## src/rtl/jb_ifft_zero_data_insertion_nr_if.sv

```systemverilog
// Stream interface of the DL IFFT zero-data insertion stage: compacted
// active-bin input from the RE mapper and full-frame output to the IFFT core.
interface jb_ifft_zero_data_insertion_nr_if #(
  parameter int USR_ID_BW = 2,
  parameter int PRECISION = 16
);
  logic [PRECISION-1:0] input_I;
  logic [PRECISION-1:0] input_Q;
  logic                 tvalid_in;
  logic                 tready_out;
  logic                 tlast_in;
  logic [USR_ID_BW-1:0] antenna_in;
  logic                 sym_mrkr_in;
  logic                 out_ready;
  logic [PRECISION-1:0] output_I;
  logic [PRECISION-1:0] output_Q;
  logic [11:0]          address_out;
  logic                 dv;
  logic                 tfirst;
  logic                 tlast;
  logic [USR_ID_BW-1:0] antenna_out;
  logic                 sym_mrkr_out;
  logic                 err_len;

  // Upstream mapper plus downstream IFFT view (drives inputs, consumes outputs)
  modport master (
    output input_I, input_Q, tvalid_in, tlast_in, antenna_in, sym_mrkr_in, out_ready,
    input  tready_out, output_I, output_Q, address_out, dv, tfirst, tlast,
    input  antenna_out, sym_mrkr_out, err_len
  );

  modport slave (
    input  input_I, input_Q, tvalid_in, tlast_in, antenna_in, sym_mrkr_in, out_ready,
    output tready_out, output_I, output_Q, address_out, dv, tfirst, tlast,
    output antenna_out, sym_mrkr_out, err_len
  );
endinterface

```

## src/rtl/jb_ifft_zero_data_insertion_nr.sv

```systemverilog
// Expands a compacted stream of 3276 active NR subcarriers into a 4096-bin IFFT
// frame with a zeroed guard band. Optional feature macro: ZERO_INS_TEST_PATTERN_EN.
module jb_ifft_zero_data_insertion_nr #(
  parameter int USR_ID_BW   = 2,
  parameter int PRECISION   = 16,
  parameter int NFFT        = 4096,
  parameter int SPACE_LOWER = 1638,
  parameter int SPACE_UPPER = 2458
) (
  input  logic clk,
  input  logic reset,
  input  logic clk_en,
`ifdef ZERO_INS_TEST_PATTERN_EN
  input  logic test_mode,
`endif
  jb_ifft_zero_data_insertion_nr_if.slave bus
);

  localparam logic [11:0] LAST_BIN = 12'(NFFT - 1);
  localparam logic [11:0] POS_END  = 12'(SPACE_LOWER - 1);
  localparam logic [11:0] ZERO_END = 12'(SPACE_UPPER - 1);

  typedef enum logic [2:0] {
    S_IDLE = 3'd0,
    S_POS  = 3'd1,
    S_ZERO = 3'd2,
    S_NEG  = 3'd3,
    S_PAD  = 3'd4,
    S_DROP = 3'd5
  } state_t;

  state_t               r_state;
  logic [11:0]          r_b;
  logic [PRECISION-1:0] r_out_i;
  logic [PRECISION-1:0] r_out_q;
  logic [11:0]          r_addr;
  logic                 r_dv;
  logic                 r_tfirst;
  logic                 r_tlast;
  logic [USR_ID_BW-1:0] r_ant;
  logic                 r_sym_out;
  logic                 r_err;

  logic                 w_run;
  logic                 w_adv;
  logic                 w_tready;
  logic                 w_accept;
  logic                 w_emit;
  logic                 w_fill_zero;
  logic [PRECISION-1:0] w_data_i;
  logic [PRECISION-1:0] w_data_q;

`ifdef ZERO_INS_TEST_PATTERN_EN
  logic [15:0]          r_frame_cnt;
`endif

  // Reset also blocks the input handshake so nothing is taken while clearing
  assign w_run    = clk_en & ~reset;
  assign w_adv    = w_run & (~r_dv | bus.out_ready);
  assign w_accept = bus.tvalid_in & w_tready;

  // Per-state handshake: which states take input and which ones emit a beat
  always_comb begin
    w_tready    = 1'b0;
    w_emit      = 1'b0;
    w_fill_zero = 1'b0;
    case (r_state)
      S_IDLE, S_POS, S_NEG: begin
        w_tready = w_adv;
        w_emit   = w_adv & bus.tvalid_in;
      end
      S_ZERO, S_PAD: begin
        w_emit      = w_adv;
        w_fill_zero = 1'b1;
      end
      S_DROP: begin
        w_tready = w_run;
      end
      default: begin
        w_tready = 1'b0;
      end
    endcase
  end

  // Data of the next output beat: guard/pad zeros, test pattern or input sample
  always_comb begin
    w_data_i = bus.input_I;
    w_data_q = bus.input_Q;
    if (w_fill_zero) begin
      w_data_i = {PRECISION{1'b0}};
      w_data_q = {PRECISION{1'b0}};
    end
`ifdef ZERO_INS_TEST_PATTERN_EN
    else if (test_mode) begin
      w_data_i = PRECISION'(r_b);
      w_data_q = PRECISION'(r_frame_cnt);
    end
`endif
    else begin
      w_data_i = bus.input_I;
      w_data_q = bus.input_Q;
    end
  end

  // Frame FSM, bin counter and the single output register stage
  always_ff @(posedge clk) begin
    if (reset) begin
      r_state   <= S_IDLE;
      r_b       <= 12'd0;
      r_out_i   <= {PRECISION{1'b0}};
      r_out_q   <= {PRECISION{1'b0}};
      r_addr    <= 12'd0;
      r_dv      <= 1'b0;
      r_tfirst  <= 1'b0;
      r_tlast   <= 1'b0;
      r_ant     <= {USR_ID_BW{1'b0}};
      r_sym_out <= 1'b0;
      r_err     <= 1'b0;
    end else if (clk_en) begin
      if (w_emit) begin
        r_out_i   <= w_data_i;
        r_out_q   <= w_data_q;
        r_addr    <= r_b;
        r_dv      <= 1'b1;
        r_tfirst  <= (r_state == S_IDLE);
        r_tlast   <= (r_b == LAST_BIN);
        r_sym_out <= (r_state == S_IDLE) & bus.sym_mrkr_in;
        r_b       <= (r_b == LAST_BIN) ? 12'd0 : r_b + 12'd1;
      end else if (w_adv) begin
        r_dv      <= 1'b0;
        r_tfirst  <= 1'b0;
        r_tlast   <= 1'b0;
        r_sym_out <= 1'b0;
      end

      case (r_state)
        S_IDLE: begin
          if (w_accept) begin
            r_ant <= bus.antenna_in;
            if (bus.tlast_in) begin
              r_err   <= 1'b1;
              r_state <= S_PAD;
            end else begin
              r_state <= S_POS;
            end
          end
        end
        S_POS: begin
          if (w_accept) begin
            if (bus.tlast_in) begin
              r_err   <= 1'b1;
              r_state <= S_PAD;
            end else if (r_b == POS_END) begin
              r_state <= S_ZERO;
            end
          end
        end
        S_ZERO: begin
          if (w_emit && (r_b == ZERO_END)) begin
            r_state <= S_NEG;
          end
        end
        S_NEG: begin
          // Bin NFFT-1 is the 3276th input; tlast_in must line up with it
          if (w_accept) begin
            if (r_b == LAST_BIN) begin
              if (bus.tlast_in) begin
                r_state <= S_IDLE;
              end else begin
                r_err   <= 1'b1;
                r_state <= S_DROP;
              end
            end else if (bus.tlast_in) begin
              r_err   <= 1'b1;
              r_state <= S_PAD;
            end
          end
        end
        S_PAD: begin
          if (w_emit && (r_b == LAST_BIN)) begin
            r_state <= S_IDLE;
          end
        end
        S_DROP: begin
          if (w_accept && bus.tlast_in) begin
            r_state <= S_IDLE;
          end
        end
        default: begin
          r_state <= S_IDLE;
        end
      endcase
    end
  end

`ifdef ZERO_INS_TEST_PATTERN_EN
  // Test-pattern frame counter, stepped on every final-bin beat
  always_ff @(posedge clk) begin
    if (reset) begin
      r_frame_cnt <= 16'd0;
    end else if (clk_en && w_emit && (r_b == LAST_BIN)) begin
      r_frame_cnt <= r_frame_cnt + 16'd1;
    end
  end
`endif

  assign bus.tready_out   = w_tready;
  assign bus.output_I     = r_out_i;
  assign bus.output_Q     = r_out_q;
  assign bus.address_out  = r_addr;
  assign bus.dv           = r_dv;
  assign bus.tfirst       = r_tfirst;
  assign bus.tlast        = r_tlast;
  assign bus.antenna_out  = r_ant;
  assign bus.sym_mrkr_out = r_sym_out;
  assign bus.err_len      = r_err;

endmodule

```

## src/flat_wrapper.sv

```systemverilog
// flat-port wrapper written by rule: the top's interface ports become plain ports
module jb_ifft_zero_data_insertion_nr_flat 
#(
  parameter int USR_ID_BW   = 2,
  parameter int PRECISION   = 16,
  parameter int NFFT        = 4096,
  parameter int SPACE_LOWER = 1638,
  parameter int SPACE_UPPER = 2458
)
  (clk, reset, clk_en, bus_input_I, bus_input_Q, bus_tvalid_in, bus_tlast_in, bus_antenna_in, bus_sym_mrkr_in, bus_out_ready, bus_tready_out, bus_output_I, bus_output_Q, bus_address_out, bus_dv, bus_tfirst, bus_tlast, bus_antenna_out, bus_sym_mrkr_out, bus_err_len);
  jb_ifft_zero_data_insertion_nr_if #(.USR_ID_BW(USR_ID_BW), .PRECISION(PRECISION)) bus_i ();
  input  logic clk;
  input  logic reset;
  input  logic clk_en;
  input wire logic [$bits(bus_i.input_I)-1:0] bus_input_I;
  input wire logic [$bits(bus_i.input_Q)-1:0] bus_input_Q;
  input wire logic [$bits(bus_i.tvalid_in)-1:0] bus_tvalid_in;
  input wire logic [$bits(bus_i.tlast_in)-1:0] bus_tlast_in;
  input wire logic [$bits(bus_i.antenna_in)-1:0] bus_antenna_in;
  input wire logic [$bits(bus_i.sym_mrkr_in)-1:0] bus_sym_mrkr_in;
  input wire logic [$bits(bus_i.out_ready)-1:0] bus_out_ready;
  output wire logic [$bits(bus_i.tready_out)-1:0] bus_tready_out;
  output wire logic [$bits(bus_i.output_I)-1:0] bus_output_I;
  output wire logic [$bits(bus_i.output_Q)-1:0] bus_output_Q;
  output wire logic [$bits(bus_i.address_out)-1:0] bus_address_out;
  output wire logic [$bits(bus_i.dv)-1:0] bus_dv;
  output wire logic [$bits(bus_i.tfirst)-1:0] bus_tfirst;
  output wire logic [$bits(bus_i.tlast)-1:0] bus_tlast;
  output wire logic [$bits(bus_i.antenna_out)-1:0] bus_antenna_out;
  output wire logic [$bits(bus_i.sym_mrkr_out)-1:0] bus_sym_mrkr_out;
  output wire logic [$bits(bus_i.err_len)-1:0] bus_err_len;
  assign bus_i.input_I = bus_input_I;
  assign bus_i.input_Q = bus_input_Q;
  assign bus_i.tvalid_in = bus_tvalid_in;
  assign bus_i.tlast_in = bus_tlast_in;
  assign bus_i.antenna_in = bus_antenna_in;
  assign bus_i.sym_mrkr_in = bus_sym_mrkr_in;
  assign bus_i.out_ready = bus_out_ready;
  assign bus_tready_out = bus_i.tready_out;
  assign bus_output_I = bus_i.output_I;
  assign bus_output_Q = bus_i.output_Q;
  assign bus_address_out = bus_i.address_out;
  assign bus_dv = bus_i.dv;
  assign bus_tfirst = bus_i.tfirst;
  assign bus_tlast = bus_i.tlast;
  assign bus_antenna_out = bus_i.antenna_out;
  assign bus_sym_mrkr_out = bus_i.sym_mrkr_out;
  assign bus_err_len = bus_i.err_len;
  jb_ifft_zero_data_insertion_nr #(.USR_ID_BW(USR_ID_BW), .PRECISION(PRECISION), .NFFT(NFFT), .SPACE_LOWER(SPACE_LOWER), .SPACE_UPPER(SPACE_UPPER)) u_core (.clk(clk), .reset(reset), .clk_en(clk_en), .bus(bus_i));
endmodule
```

## config.mk

```make
export PLATFORM = sky130hd
export DESIGN_NAME = jb_ifft_zero_data_insertion_nr_flat
export DESIGN_NICKNAME = d
export VERILOG_FILES = /design/src/rtl/jb_ifft_zero_data_insertion_nr_if.sv /design/src/rtl/jb_ifft_zero_data_insertion_nr.sv /design/src/flat_wrapper.sv
export SDC_FILE = /design/constraint.sdc
export NUM_CORES = 1
export LEC_CHECK = 0
export ABC_AREA = 1
export CAP_MARGIN = 10
export CORE_MARGIN = 2
export CORE_UTILIZATION = 46
export DETAILED_ROUTE_END_ITERATION = 7
export PLACE_DENSITY_LB_ADDON = 0.3
export SETUP_SLACK_MARGIN = 0.02
export SYNTH_ARGS = -nofsm -noshare
export SYNTH_HDL_FRONTEND = slang
export SYNTH_SLANG_ARGS = --single-unit
```

## constraint.sdc

```tcl
create_clock -name clk -period 1.8 [get_ports clk]
set_input_delay 0.36 -clock clk [delete_from_list [all_inputs] [get_ports clk]]
set_output_delay 0.36 -clock clk [all_outputs]
set_load 0.02 [all_outputs]
```

Word level (Yosys, flattened, before mapping)
Cells that the tools add are included.
{"block": "word_totals", "register_bits": 66, "output_inout_bits": 52, "wordCells": 82}
{"block": "op_classes", "add_sub_neg": 1, "eq_ne": 18, "n_mux": 30, "bitwise_logic": 8, "reduce_logical": 14}
{"cell": "3-bit two-way mux", "count": 12}
{"cell": "16-bit two-way mux", "count": 2}
{"cell": "12-bit equality test, second input constant", "count": 2}
{"cell": "3-bit one-hot mux with 6 select lines", "count": 1}
{"cell": "2-bit by 1-bit != test with 1-bit output, second input constant", "count": 7}
{"cell": "12-bit by 1-bit adder with 12-bit output, second input constant", "count": 1}
{"cell": "12-bit by 11-bit equality test with 1-bit output, second input constant", "count": 1}
{"cell": "12-bit two-way mux", "count": 1}
{"cell": "1-bit two-way mux", "count": 11}
{"cell": "9-bit AND reduction", "count": 1}
{"cell": "3-bit by 2-bit equality test with 1-bit output, second input constant", "count": 2}
{"cell": "3-bit equality test, second input constant", "count": 2}
{"cell": "3-bit by 2-bit != test with 1-bit output, second input constant", "count": 2}
{"cell": "1-bit one-hot mux with 2 select lines", "count": 3}
{"cell": "1-bit bitwise AND", "count": 5}
{"cell": "5-bit AND reduction", "count": 1}
{"cell": "2-bit AND reduction", "count": 2}
{"cell": "2-bit nonzero test", "count": 2}
{"cell": "2-bit OR reduction", "count": 2}
{"cell": "3-bit by 1-bit equality test with 1-bit output, second input constant", "count": 1}
{"cell": "1-bit logical AND", "count": 3}
{"cell": "3-bit zero test", "count": 1}
{"cell": "3-bit != test, second input constant", "count": 1}
{"cell": "3-bit AND reduction", "count": 1}
{"cell": "other kinds (3)", "count": 4}

Longest topological paths before layout
{"block": "logic_depth", "word_depth": 8, "mapped_depth": 14, "ltp_nobuf": 13}

Least setup slack after synthesis
Ideal clock, no wire load.
{"block": "synth_timing", "kind": "in2reg", "start": "input port reset", "end": "register u_core.r_state[1]", "setup_time_ns": 0.113, "arrival_ns": 1.488, "path_slack_ns": 0.199, "stages": 13, "cell_sequence": "buf_6 inv_6 nand2_4 nor2_8 nand2_1 nand2_2 nand2_1 nand2_1 nand3_2 nor2_4 nand2_1 nor2_1 nor2_1"}
{"block": "synth_via", "elab_chain_len": 8, "word_cells_on_any_way": 17}
{"item": "from (decl)", "line": "flat_wrapper.sv:13", "rtl": "input logic reset;"}
{"item": "1-bit inverter *", "line": "jb_ifft_zero_data_insertion_nr.sv:58", "rtl": "assign w_run = clk_en & ~reset;"}
{"item": "1-bit bitwise AND *", "line": "jb_ifft_zero_data_insertion_nr.sv:58"}
{"item": "1-bit bitwise AND", "line": "jb_ifft_zero_data_insertion_nr.sv:59", "rtl": "assign w_adv = w_run & (~r_dv | bus.out_ready);"}
{"item": "1-bit one-hot mux with 2 select lines *", "line": "jb_ifft_zero_data_insertion_nr.sv:67", "rtl": "case (r_state)"}
{"item": "named net bus_tready_out", "line": "flat_wrapper.sv:22", "rtl": "output wire logic [$bits(bus_i.tready_out)-1:0] bus_tready_out;"}
{"item": "1-bit bitwise AND *", "line": "jb_ifft_zero_data_insertion_nr.sv:60", "rtl": "assign w_accept = bus.tvalid_in & w_tready;"}
{"item": "1-bit logical AND", "line": "jb_ifft_zero_data_insertion_nr.sv:185", "rtl": "if (w_accept && bus.tlast_in) begin"}
{"item": "2-bit by 1-bit != test with 1-bit output (no source line)"}
{"item": "9-bit AND reduction (no source line) *"}
{"item": "to (signal assigned)", "line": "jb_ifft_zero_data_insertion_nr.sv:181", "rtl": "r_state <= S_IDLE;"}
{"item": "to (signal assigned)", "line": "jb_ifft_zero_data_insertion_nr.sv:186", "rtl": "r_state <= S_IDLE;"}
{"item": "to (signal assigned)", "line": "jb_ifft_zero_data_insertion_nr.sv:190", "rtl": "r_state <= S_IDLE;"}
{"item": "to (decl)", "line": "jb_ifft_zero_data_insertion_nr.sv:32", "rtl": "state_t r_state;"}
The timed path passes the listed nets; every way through them passes the cells marked *.
A chain may end at the register's enable or synchronous reset.

Worst setup path in the final report
{"block": "layout_timing", "start": "register u_core.r_out_q[3], in the netlist u_core.bus.output_Q[3]", "end": "output port bus_output_Q[3]"}
{"item": "from (decl)", "line": "jb_ifft_zero_data_insertion_nr.sv:35", "rtl": "logic [PRECISION-1:0] r_out_q;"}
{"item": "from (signal assigned)", "line": "jb_ifft_zero_data_insertion_nr.sv:111", "rtl": "r_out_q <= {PRECISION{1'b0}};"}
{"item": "from (signal assigned)", "line": "jb_ifft_zero_data_insertion_nr.sv:122", "rtl": "r_out_q <= w_data_q;"}
{"item": "to (decl)", "line": "flat_wrapper.sv:24", "rtl": "output wire logic [$bits(bus_i.output_Q)-1:0] bus_output_Q;"}
No word-level cell between the ends.

==> metrics <==
status=finished, final reports clean; CTS Buf Count=9; Pleak=1.68 nW; Sink Count=66; commonest cells in the netlist=nand2_1 (115), dfxtp_1 (66), a21oi_1 (58), nor2_1 (41), inv_1 (34); mapped cell area=2880 um2; Bufs and invs on worst path=1; power after layout=4.32 mW; Post-Syn Nets=445; drt drc=0; Finished Core Util=71.6%; crit share post-route=93.2%; Hold Slack=425 ps; reg-to-reg endpoint=u_core.r_state[1]; pin count of the biggest net entering global routing=44; first-pass GRT wire length=12300 um; drt wl/cell=12.9 um; crit path cell chain=clkdlybuf4s50_1; H-Tree Depth=3; ys flop type=dfxtp_1; post-synth top area share=46.0%; Syn Inst Count=402; clock slew at reported path FFs=70 ps; Congestion Overflow GR=0; vias in the first global route=2757; Initial DRT Pass Iterations=6; Worst-Skew Late Latency=340 ps; Mapped Avg Cell Area=7.15 um2; Comb pwr share=27.5%; #FFs+latches synth=66; clk_skew=10.6 ps; slew margin rel.=69.7%; part of the power in registers=38.9%; Worst setup SP type=register; most common cell in the synthesized netlist=nand2_1; CP endpoint=bus_output_Q[3]; max incr delay on CP=630 ps; placed inst area=3990 um2; initial antenna violation count=0; cell taking the most area after synthesis=dfxtp_1; CP Launch Point=u_core.bus.output_Q[3]; cell count of the worst reg-to-reg path=12; Routed Antenna Nets=0; Starting Density=48.0%; final WL=7630 um; Worst path depth=1; routed vias=2945; Post-synth EDFFs=0; switching share of power=30.0%; P_sw=1.30 mW; CP required=1440 ps; Reg2Reg Launch Point=u_core.r_state[0]; die area=6900 um2; Slowest cell on crit path=clkdlybuf4s50_1; Crit path max-delay family=buffers and inverters; Fillers=499; initial drt markers=168; Crit. End Element=primary output; final hold vios=0; Tightest Hold Check Type=input pin to register; Power Dens Cells=1010 nW/um2; post-route design area=4290 um2; # hold bufs at CTS=0; root buffer cell=clkbuf_8; I/O Buffers=92; GRT Overall Usage=21.7%; Final Setup Violations=0; vias per cell=4.98; Yosys Warn Count=0; share of total power in the clock network=33.6%; fin. max-slew vios=0; Setup Crit Path Kind=register to primary output; sequential share of the synthesized area=46.0%; core region area=5990 um2; Core Rows=28; Max-Cap Viols=0; fraction of registers with async set/reset=0%; Power Internal=3.03 mW; largest cells by area after synthesis=dfxtp_1 (46%), nand2_1 (15%), a21oi_1 (10%); Die X=83.1 um; Bufs on Longest Clock Path=2; TritonCTS clock tree=yes; worst reg-to-reg setup slack=140 ps; GP Congestion=0.975; Yosys cell types=26; worst-margin pin slew=454 ps; Tmin final=1680 ps; area grow syn2layout=49.1%; layout cells sized above 1=13.8%; crit path max fanout=2; die height=83.1 um; WP data arrival=1320 ps; detailed-placement wirelength estimate=5200 um; I/O Pins=93; Achievable Freq=596 MHz; ant diodes=0; nets=554; Max IR drop VDD=0.621 mV
routing by layer:
metal	share of wire, %	track usage (%)
met5	0	0
met3	7.5	7.65
met1	42	25.2
met4	2.0	8.94
met2	48	36.1
cell families after synthesis:
logic type | count (synthesis) | share of synthesized area (%)
and+or+nand+nor | 195 | 29.5
AOI/OAI and AO/OA | 79 | 14.1
DFF | 66 | 46.0
buffers and inverters | 57 | 8.66
xor gates and xnor gates | 3 | 0.914
adders and majority gates | 2 | 0.870
how the worst min path moves through the flow:
stage | startpoint | to | cells past startpoint
CTS | reset | u_core.bus.tlast | 3
floorplan | u_core.r_b[1] | u_core.r_b[1] | 2
global route | reset | u_core.bus.tlast | 3
global placement | u_core.bus.output_Q[11] | u_core.bus.output_Q[11] | 2
detailed placement | u_core.bus.tlast | u_core.bus.tlast | 2
finish | reset | u_core.bus.tlast | 3
through the flow:
stage                     cells  TNS [ps]  setup slack [ps]
final                       591         0               123
after global routing        591     -20.2             -20.2
after CTS                   589         0              22.2
after detailed placement    573    -22290              -438
after global placement      573    -19660              -412
after floorplan             402         0               199
repair_timing:
item | CTS | global route
setup endpoints to repair | 45 | 39
pin swaps | 0 | 4
buffers inserted | 0 | 2
gates resized for setup | 7 | 15
power by group through the flow:
stage | Sequential [mW] | Combinational, mW | Clock, mW
after floorplan | 1.82 | 0.517 | 0
after global placement | 1.70 | 1.12 | 0
after detailed placement | 1.70 | 1.14 | 0
after CTS | 1.67 | 1.15 | 1.47
after global routing | 1.70 | 1.30 | 1.55
final | 1.68 | 1.19 | 1.45
flip-flops by register name (all words and copies together), names as in the netlist:
name                     flops
u_core.bus.address_out      12
u_core.bus.antenna_out       2
u_core.bus.dv                1
u_core.bus.err_len           1
u_core.bus.output_I         16
u_core.bus.output_Q         16
u_core.bus.sym_mrkr_out      1
u_core.bus.tfirst            1
u_core.bus.tlast             1
u_core.r_b                  12
u_core.r_state               3
cell type report:
| cell class | count | area, um2 | share of cell area (%) |
|---|---|---|---|
| Clock buffer | 12 | 165 | 3.85 |
| Clock inverter | 4 | 72.6 | 1.69 |
| Inverter | 40 | 158 | 3.68 |
| Multi-Input combinational cell | 279 | 1350 | 31.5 |
| Sequential cell | 66 | 1330 | 31.0 |
| Tap cell | 75 | 93.8 | 2.19 |
| Timing Repair Buffer | 115 | 1120 | 26.2 |
cells in the final DEF, fill, tap and decap left out, drive strengths merged, types with 2 or more instances in the layout:
cell type	instances
buf	25
xor2	3
ha	2
o21ai	18
a21oi	60
dfxtp	66
bufinv	2
nand3	14
clkdlybuf4s50	88
nor2	44
nor3	12
nand2	121
clkbuf	12
nand4	4
inv	40
No activity file was read; power rests on OpenSTA's default activity.
